[config.mk]
export PLATFORM = sky130hd
export DESIGN_NAME = spi_slave_flat
export DESIGN_NICKNAME = d
export VERILOG_FILES = /design/src/rtl/spi_pkg.sv /design/src/rtl/spi_slave_if.sv /design/src/rtl/spi_sync_edge.sv /design/src/rtl/spi_slave.sv /design/src/flat_wrapper.sv
export SDC_FILE = /design/constraint.sdc
export NUM_CORES = 1
export LEC_CHECK = 0
export BUFFER_PORTS_ARGS = -buffer_cell sky130_fd_sc_hd__buf_2
export CORE_MARGIN = 4
export CORE_UTILIZATION = 50
export DETAILED_ROUTE_END_ITERATION = 7
export PLACE_DENSITY = 0.68
export SYNTH_ARGS = -nofsm -noshare
export SYNTH_HDL_FRONTEND = slang
export SYNTH_SLANG_ARGS = --single-unit
[constraint.sdc]
create_clock -name clk -period 4.7 [get_ports clk]
set_clock_uncertainty 0.05 [all_clocks]
set_input_delay 0.235 -clock clk [delete_from_list [all_inputs] [get_ports clk]]
set_output_delay 0.235 -clock clk [all_outputs]
set_load 0.02 [all_outputs]
[src/rtl/spi_pkg.sv]
// spi_pkg: shared SPI constants and the slave state type
package spi_pkg;
    localparam int SPI_BYTE_W = 8;
    localparam logic [SPI_BYTE_W-1:0] DEF_IDLE_BYTE = 8'hFF;
    typedef enum logic {IDLE, ACTIVE} state_t;
endpackage

[src/rtl/spi_slave_if.sv]
// spi_slave_if: SPI pins plus the EN_/RDY_ method signals of the SPI slave
interface spi_slave_if;
    import spi_pkg::*;
    logic                  sck;
    logic                  mosi;
    logic                  ss;
    logic                  miso;
    logic                  miso_en;
    logic [SPI_BYTE_W-1:0] loadTx_data;
    logic                  EN_loadTx;
    logic                  RDY_loadTx;
    logic                  EN_getRx;
    logic [SPI_BYTE_W-1:0] getRx;
    logic                  RDY_getRx;
    logic                  selected;
    logic                  overrun;
    modport slave (
        input  sck, mosi, ss, loadTx_data, EN_loadTx, EN_getRx,
        output miso, miso_en, RDY_loadTx, getRx, RDY_getRx, selected, overrun
    );
    modport master (
        output sck, mosi, ss, loadTx_data, EN_loadTx, EN_getRx,
        input  miso, miso_en, RDY_loadTx, getRx, RDY_getRx, selected, overrun
    );
endinterface

[src/rtl/spi_sync_edge.sv]
// spi_sync_edge: N-flop synchroniser with a change-detect register
module spi_sync_edge #(
    parameter int   N       = 2,
    parameter logic RST_VAL = 1'b0
) (
    input  logic clk,
    input  logic rst_n,
    input  logic i_d,
    output logic o_q,
    output logic o_edge
);
    logic [N-1:0] r_sync;
    logic         r_prev;
    // shift the pin through the chain and remember the last settled level
    always_ff @(posedge clk or negedge rst_n) begin
        if (!rst_n) begin
            r_sync <= {N{RST_VAL}};
            r_prev <= RST_VAL;
        end else begin
            r_sync <= {r_sync[N-2:0], i_d};
            r_prev <= r_sync[N-1];
        end
    end
    assign o_q    = r_sync[N-1];
    assign o_edge = r_sync[N-1] ^ r_prev;
endmodule

[src/rtl/spi_slave.sv]
// spi_slave: SPI mode-0 responder with single-entry TX/RX holding registers
module spi_slave
    import spi_pkg::*;
#(
    parameter logic [SPI_BYTE_W-1:0] IDLE_BYTE   = DEF_IDLE_BYTE,
    parameter int                    SYNC_STAGES = 2
) (
    input logic        clk,
    input logic        rst_n,
    spi_slave_if.slave bus
);
    state_t                r_state, w_state_nxt;
    logic                  w_sck_q, w_sck_edge, w_ss_q, w_ss_edge;
    logic                  w_sck_rise, w_sck_fall, w_ss_rise, w_ss_fall;
    logic [SYNC_STAGES-1:0] r_mosi_sync;
    logic [2:0]            r_bitcnt;
    logic [SPI_BYTE_W-1:0] r_tx_shift, r_tx_hold, r_rx_hold;
    logic [SPI_BYTE_W-2:0] r_rx_shift;
    logic                  r_tx_full, r_rx_full, r_overrun;
    logic                  w_load, w_tx_shift, w_rx_bit, w_rx_done, w_rx_store;
    logic [SPI_BYTE_W-1:0] w_tx_next, w_rx_byte;

    spi_sync_edge #(.N(SYNC_STAGES), .RST_VAL(1'b0)) u_sck (
        .clk(clk), .rst_n(rst_n), .i_d(bus.sck), .o_q(w_sck_q), .o_edge(w_sck_edge)
    );
    spi_sync_edge #(.N(SYNC_STAGES), .RST_VAL(1'b1)) u_ss (
        .clk(clk), .rst_n(rst_n), .i_d(bus.ss), .o_q(w_ss_q), .o_edge(w_ss_edge)
    );

    assign w_sck_rise = w_sck_edge & w_sck_q;
    assign w_sck_fall = w_sck_edge & ~w_sck_q;
    assign w_ss_rise  = w_ss_edge & w_ss_q;
    assign w_ss_fall  = w_ss_edge & ~w_ss_q;
    assign w_tx_next  = r_tx_full ? r_tx_hold : IDLE_BYTE;
    assign w_rx_byte  = {r_rx_shift, r_mosi_sync[SYNC_STAGES-1]};
    assign w_rx_done  = w_rx_bit && r_bitcnt == 3'd7;
    assign w_rx_store = w_rx_done && (!r_rx_full || bus.EN_getRx);

    // mosi shares the sck synchroniser depth so each sample lines up with its edge
    always_ff @(posedge clk or negedge rst_n) begin
        if (!rst_n) r_mosi_sync <= '0;
        else        r_mosi_sync <= {r_mosi_sync[SYNC_STAGES-2:0], bus.mosi};
    end

    // state register
    always_ff @(posedge clk or negedge rst_n) begin
        if (!rst_n) r_state <= IDLE;
        else        r_state <= w_state_nxt;
    end

    // select tracking and per-edge strobes; sck is ignored while deselected or deselecting
    always_comb begin
        w_state_nxt = r_state;
        w_load      = 1'b0;
        w_tx_shift  = 1'b0;
        w_rx_bit    = 1'b0;
        if (r_state == IDLE) begin
            w_state_nxt = w_ss_fall ? ACTIVE : IDLE;
            w_load      = w_ss_fall;
        end else if (w_ss_rise) begin
            w_state_nxt = IDLE;
        end else begin
            w_rx_bit   = w_sck_rise;
            w_load     = w_sck_fall && r_bitcnt == 3'd0;
            w_tx_shift = w_sck_fall && r_bitcnt != 3'd0;
        end
    end

    // bit counter and shift registers; miso is the top bit of tx_shift
    always_ff @(posedge clk or negedge rst_n) begin
        if (!rst_n) begin
            r_bitcnt   <= 3'd0;
            r_tx_shift <= '1;
            r_rx_shift <= '0;
        end else begin
            if (w_load)          r_tx_shift <= w_tx_next;
            else if (w_tx_shift) r_tx_shift <= {r_tx_shift[SPI_BYTE_W-2:0], 1'b0};
            if (w_rx_bit)        r_rx_shift <= w_rx_byte[SPI_BYTE_W-2:0];
            if (r_state == IDLE || w_ss_rise) r_bitcnt <= 3'd0;
            else if (w_rx_bit)                r_bitcnt <= r_bitcnt + 3'd1;
        end
    end

    // TX holding register: a byte-start load wins over a same-cycle write only when full
    always_ff @(posedge clk or negedge rst_n) begin
        if (!rst_n) begin
            r_tx_full <= 1'b0;
            r_tx_hold <= '0;
        end else if (w_load && r_tx_full) begin
            r_tx_full <= 1'b0;
        end else if (bus.EN_loadTx) begin
            r_tx_full <= 1'b1;
            r_tx_hold <= bus.loadTx_data;
        end
    end

    // RX holding register and sticky overrun; a same-cycle pop makes room for the new byte
    always_ff @(posedge clk or negedge rst_n) begin
        if (!rst_n) begin
            r_rx_full <= 1'b0;
            r_rx_hold <= '0;
            r_overrun <= 1'b0;
        end else begin
            if (w_rx_store) begin
                r_rx_full <= 1'b1;
                r_rx_hold <= w_rx_byte;
            end else if (bus.EN_getRx) begin
                r_rx_full <= 1'b0;
            end
            if (w_rx_done && r_rx_full && !bus.EN_getRx) r_overrun <= 1'b1;
            else if (bus.EN_getRx)                       r_overrun <= 1'b0;
        end
    end

    assign bus.miso       = r_tx_shift[SPI_BYTE_W-1];
    assign bus.miso_en    = r_state == ACTIVE;
    assign bus.RDY_loadTx = !r_tx_full;
    assign bus.getRx      = r_rx_hold;
    assign bus.RDY_getRx  = r_rx_full;
    assign bus.selected   = !w_ss_q;
    assign bus.overrun    = r_overrun;
endmodule

[src/flat_wrapper.sv]
// flat-port wrapper written by rule: the top's interface ports become plain ports
module spi_slave_flat import spi_pkg::*;
#(
    parameter logic [SPI_BYTE_W-1:0] IDLE_BYTE   = DEF_IDLE_BYTE,
    parameter int                    SYNC_STAGES = 2
)
  (clk, rst_n, bus_sck, bus_mosi, bus_ss, bus_loadTx_data, bus_EN_loadTx, bus_EN_getRx, bus_miso, bus_miso_en, bus_RDY_loadTx, bus_getRx, bus_RDY_getRx, bus_selected, bus_overrun);
  spi_slave_if bus_i ();
  input logic clk;
  input logic rst_n;
  input wire logic [$bits(bus_i.sck)-1:0] bus_sck;
  input wire logic [$bits(bus_i.mosi)-1:0] bus_mosi;
  input wire logic [$bits(bus_i.ss)-1:0] bus_ss;
  input wire logic [$bits(bus_i.loadTx_data)-1:0] bus_loadTx_data;
  input wire logic [$bits(bus_i.EN_loadTx)-1:0] bus_EN_loadTx;
  input wire logic [$bits(bus_i.EN_getRx)-1:0] bus_EN_getRx;
  output wire logic [$bits(bus_i.miso)-1:0] bus_miso;
  output wire logic [$bits(bus_i.miso_en)-1:0] bus_miso_en;
  output wire logic [$bits(bus_i.RDY_loadTx)-1:0] bus_RDY_loadTx;
  output wire logic [$bits(bus_i.getRx)-1:0] bus_getRx;
  output wire logic [$bits(bus_i.RDY_getRx)-1:0] bus_RDY_getRx;
  output wire logic [$bits(bus_i.selected)-1:0] bus_selected;
  output wire logic [$bits(bus_i.overrun)-1:0] bus_overrun;
  assign bus_i.sck = bus_sck;
  assign bus_i.mosi = bus_mosi;
  assign bus_i.ss = bus_ss;
  assign bus_i.loadTx_data = bus_loadTx_data;
  assign bus_i.EN_loadTx = bus_EN_loadTx;
  assign bus_i.EN_getRx = bus_EN_getRx;
  assign bus_miso = bus_i.miso;
  assign bus_miso_en = bus_i.miso_en;
  assign bus_RDY_loadTx = bus_i.RDY_loadTx;
  assign bus_getRx = bus_i.getRx;
  assign bus_RDY_getRx = bus_i.RDY_getRx;
  assign bus_selected = bus_i.selected;
  assign bus_overrun = bus_i.overrun;
  spi_slave #(.IDLE_BYTE(IDLE_BYTE), .SYNC_STAGES(SYNC_STAGES)) u_core (.clk(clk), .rst_n(rst_n), .bus(bus_i));
endmodule
==> metrics.log <==
INFO  metric die_footprint = ~4800 sq um
INFO  metric initial_utilization = 53.90%
INFO  metric core_area = around 3500 sq um
INFO  metric detailed_place_hpwl = 2133 um
INFO  metric hold_class = input port to asynchronous set/reset pin
INFO  metric core.rowCount = 21
INFO  metric headroom_to_the_max_slew_limit = 35.58%
INFO  metric drive_above_1_share = between 40% and 50%
INFO  metric post-route-drc-count = 0
INFO  metric worst_r2r_path_depth = 5
INFO  metric synth.ff_latch_count = 46
INFO  metric numPortBuffers = 28
INFO  metric cts_made_buffers = 5
INFO  metric cts-root-to-sink-buffers = 2
INFO  metric endpoint_kind = flop
INFO  metric tritoncts_num_sinks = 46
INFO  metric yosys-mux-area-fraction = 18.74%
INFO  metric clk_root_buffer_cell = clkbuf_8
INFO  metric die_y = 69.15 um
INFO  metric synth_fp_nets = around 160
INFO  metric required = slightly below 5 ns
INFO  metric finalNonFillerCells = 220
INFO  metric regToRegEndpoint = u_core.r_tx_hold[5]$_DFFE_PN0P_
INFO  metric pin_count_of_the_biggest_net_entering_global_routing = 47
INFO  metric worstSetupStartpointType = flop
INFO  metric r2r_start = u_core.u_ss.r_prev$_DFF_PN1_
INFO  metric avgRoutedWirePerCell = 13.48 um
INFO  metric report.final.slew_viol_count = 0
INFO  metric fin_setup_tns = 0 ns
INFO  metric status = complete, no violations
INFO  metric grt_pass1_wl = 5237 um
INFO  metric htreeDepth = 2
INFO  metric synth-compound-area-share = 6.024%
INFO  metric slew_at_the_pin_closest_to_its_max_slew_limit = 0.9663 ns
INFO  metric multi_input_area = between 600 and 700 sq um
INFO  metric syn-mean-instance-area = 13.64 sq um
INFO  metric clock_tree_from_tritoncts = done
INFO  metric cellPowerDensity = 439.6 nW/um^2
INFO  metric timing.fmax = 515.9 MHz
INFO  metric min_period = 1.938 ns
INFO  metric whs = 0.04154 ns
INFO  metric synth_largest_area_cell = dfrtp_1
INFO  metric overflow = 0
INFO  metric cts.clk_slew.worst_paths = 0.08 ns
INFO  metric area_growth = 17.14%
INFO  metric worst-setup-path-type = flop to flop
INFO  metric preCtsSetupSlack = 2.772 ns
INFO  metric netlist_top_cells_area = dfrtp_1 47%, dfstp_2 15%, mux2_2 14%
INFO  metric synthAdderAreaFrac = 2.008%
INFO  metric vdd.ir_drop.worst = about 0.00028 V
INFO  metric area_of_the_mapped_netlist = 1869 sq um
INFO  metric synthDistinctLibCells = 25
INFO  metric worst-endpoint-arrival = between 2 and 2.5 ns
INFO  metric synth_top_cell_area_share = 46.85%
INFO  metric yosys.area_share.simple = under 10%
INFO  metric postRouteWirelength = 2965 um
INFO  metric dominant_combinational_cell_family_by_area_after_synthesis = multiplexers
INFO  metric max-cap-violations = 0
INFO  metric first_global_vias = 1,198
INFO  metric gp_congestion = 0.7914
INFO  metric dr.first_iter.drc_count = 40
INFO  metric finalSetupViolCount = 0
INFO  metric clk_latency = 0.29 ns
INFO  metric final_design_area_no_fill = 2190 sq um
INFO  metric p_leak = 1.089 nW
INFO  metric report.final.hold_viol_count = 0
INFO  metric fillerInstances = 298
INFO  metric dpl-instance-area = 2053 sq um
INFO  metric final_min_period_over_clock_period = 41.24%
INFO  metric gr-usage-met1 = ~15%
INFO  metric antenna_found_initial = 0
INFO  metric grt.met2_usage = between 20% and 30%
INFO  metric floorplan.die.width = 69.15 um
INFO  metric grtUsageMet3 = around 4.9%
INFO  metric grt_util_all_layers = 13.67%
INFO  metric synth-seq-area-share = around 62%
INFO  metric nNetsFinal = 191
INFO  metric rsz0062_at_grt = no
INFO  metric ys_warn_count = 0
INFO  metric antenna_violating_nets_post_route = 0
INFO  metric busiest_layer = met2
INFO  metric crit_path_max_fanout = 10
INFO  metric firstDrtPassIters = 4
INFO  metric timing.final.ws_setup = 2.762 ns
INFO  metric seqCellArea = between 1000 and 1500 sq um
INFO  metric r2r_setup_slack = 2.76 ns
INFO  metric antenna-diode-count = 0
INFO  metric synth_cells = 137
INFO  metric drt-vias-per-instance = roughly 5.1
INFO  metric place_inst = 209
INFO  metric yosys.area_share.xor_xnor = 0.4685%
INFO  metric io_pins = 29
INFO  metric detailroute.via_count = approximately 1,100
cells in the mapped netlist (all sizes together):
| cell type | instances |
|---|---|
| o21a | 1 |
| nand2 | 1 |
| o22ai | 1 |
| xnor2 | 1 |
| ha | 3 |
| a21oi | 9 |
| nor2 | 13 |
| nor2b | 1 |
| a31oi | 1 |
| nand4 | 1 |
| inv | 9 |
| nand2b | 8 |
| mux2 | 24 |
| nand3 | 1 |
| dfstp | 11 |
| nor3b | 1 |
| dfrtp | 35 |
| buf | 3 |
| o21ai | 3 |
| mux2i | 8 |
| and4bb | 1 |
| a41o | 1 |
state kept, by name (all words and copies together) (netlist names):
register and cells:
u_core.r_mosi_sync 2, u_core.r_rx_shift 7, u_core.r_tx_shift 8, u_core.bus.RDY_getRx 1, u_core.u_ss.r_sync 2, u_core.u_ss.r_prev 1
u_core.bus.getRx 8, u_core.r_bitcnt 3, u_core.u_sck.r_prev 1, u_core.r_tx_hold 8, u_core.u_sck.r_sync 2, u_core.r_tx_full 1
u_core.bus.miso_en 1, u_core.bus.overrun 1
routing by layer:
metal / vias up / wire length [um]
met5: - / 0
met4: 0 / 70
met3: 8 / 162
met2: 22 / 1403
met1: 554 / 1328
li1: 536 / -
layout make-up:
class / count / share of cell area, %
clock inverter: 1 / 1.371
inverter: 9 / 1.543
sequential: 46 / 53.20
tap: 46 / 2.629
clock buffer: 7 / 3.486
multi-input combinational: 79 / 29.66
timing repair buffer: 32 / 8.114
worst max path at each step:
stage	startpoint	to	slack, ns
4_1_cts	u_core.u_ss.r_prev$_DFF_PN1_	u_core.r_tx_hold[5]$_DFFE_PN0P_	2.75
2_1_floorplan	u_core.bus.miso_en$_DFF_PN0_	u_core.r_tx_hold[0]$_DFFE_PN0P_	2.96
5_1_grt	u_core.u_sck.r_sync[1]$_DFF_PN0_	u_core.bus.getRx[6]$_DFFE_PN0P_	2.68
3_3_place_gp	u_core.r_bitcnt[0]$_DFFE_PN0P_	u_core.r_tx_hold[3]$_DFFE_PN0P_	2.83
3_5_place_dp	u_core.u_ss.r_prev$_DFF_PN1_	u_core.r_tx_hold[5]$_DFFE_PN0P_	2.77
6_report	u_core.u_ss.r_prev$_DFF_PN1_	u_core.r_tx_hold[5]$_DFFE_PN0P_	2.76
layout by cell type, fill, tap and decap left out, drive strengths merged:
cell type	n
and4bb	1
o22ai	1
nor2	13
inv	9
nor2b	1
o21a	1
dfstp	11
nand4	1
mux2	24
clkbuf	7
a21oi	9
xnor2	1
mux2i	8
nand3	1
ha	3
dfrtp	35
a31oi	1
buf	29
bufinv	1
nor3b	1
o21ai	3
nand2	1
a41o	1
dlygate4sd3	3
nand2b	8
stage by stage:
step,util (%),total power [mW]
after CTS,63.13,0.9754
final,63.13,0.9626
after global routing,63.13,1.018
after detailed placement,59.20,0.6916
after floorplan,-,0.6409
after global placement,59.20,0.6787
worst max-delay path, cell delays in order, from the launching register on:
cell	delay [ns]
dfstp_2	0.54
nor3b_1	0.31
a31oi_1	0.08
buf_4	0.21
o21ai_4	0.27
mux2_2	0.37
repair_timing:
item / in CTS / in global routing
gates resized for setup: 0 / 0
hold buffers: 3 / 0
hold endpoints to repair: 3 / 0
setup buffers: 0 / 0
power by group:
group          internal (mW)  switching [mW]  leakage, nW  total [mW]
Sequential             0.488          0.0456        0.558       0.533
Clock                  0.159           0.122       0.0524       0.281
Combinational         0.0784          0.0702        0.478       0.149
cells by family after synthesis:
kind of cell | after synthesis
flops | 46
compound gates | 16
xor+xnor | 1
buf+inv | 12
fa+ha+maj | 3
simple gates | 27
mux | 32
No activity file was read; power rests on OpenSTA's default activity.
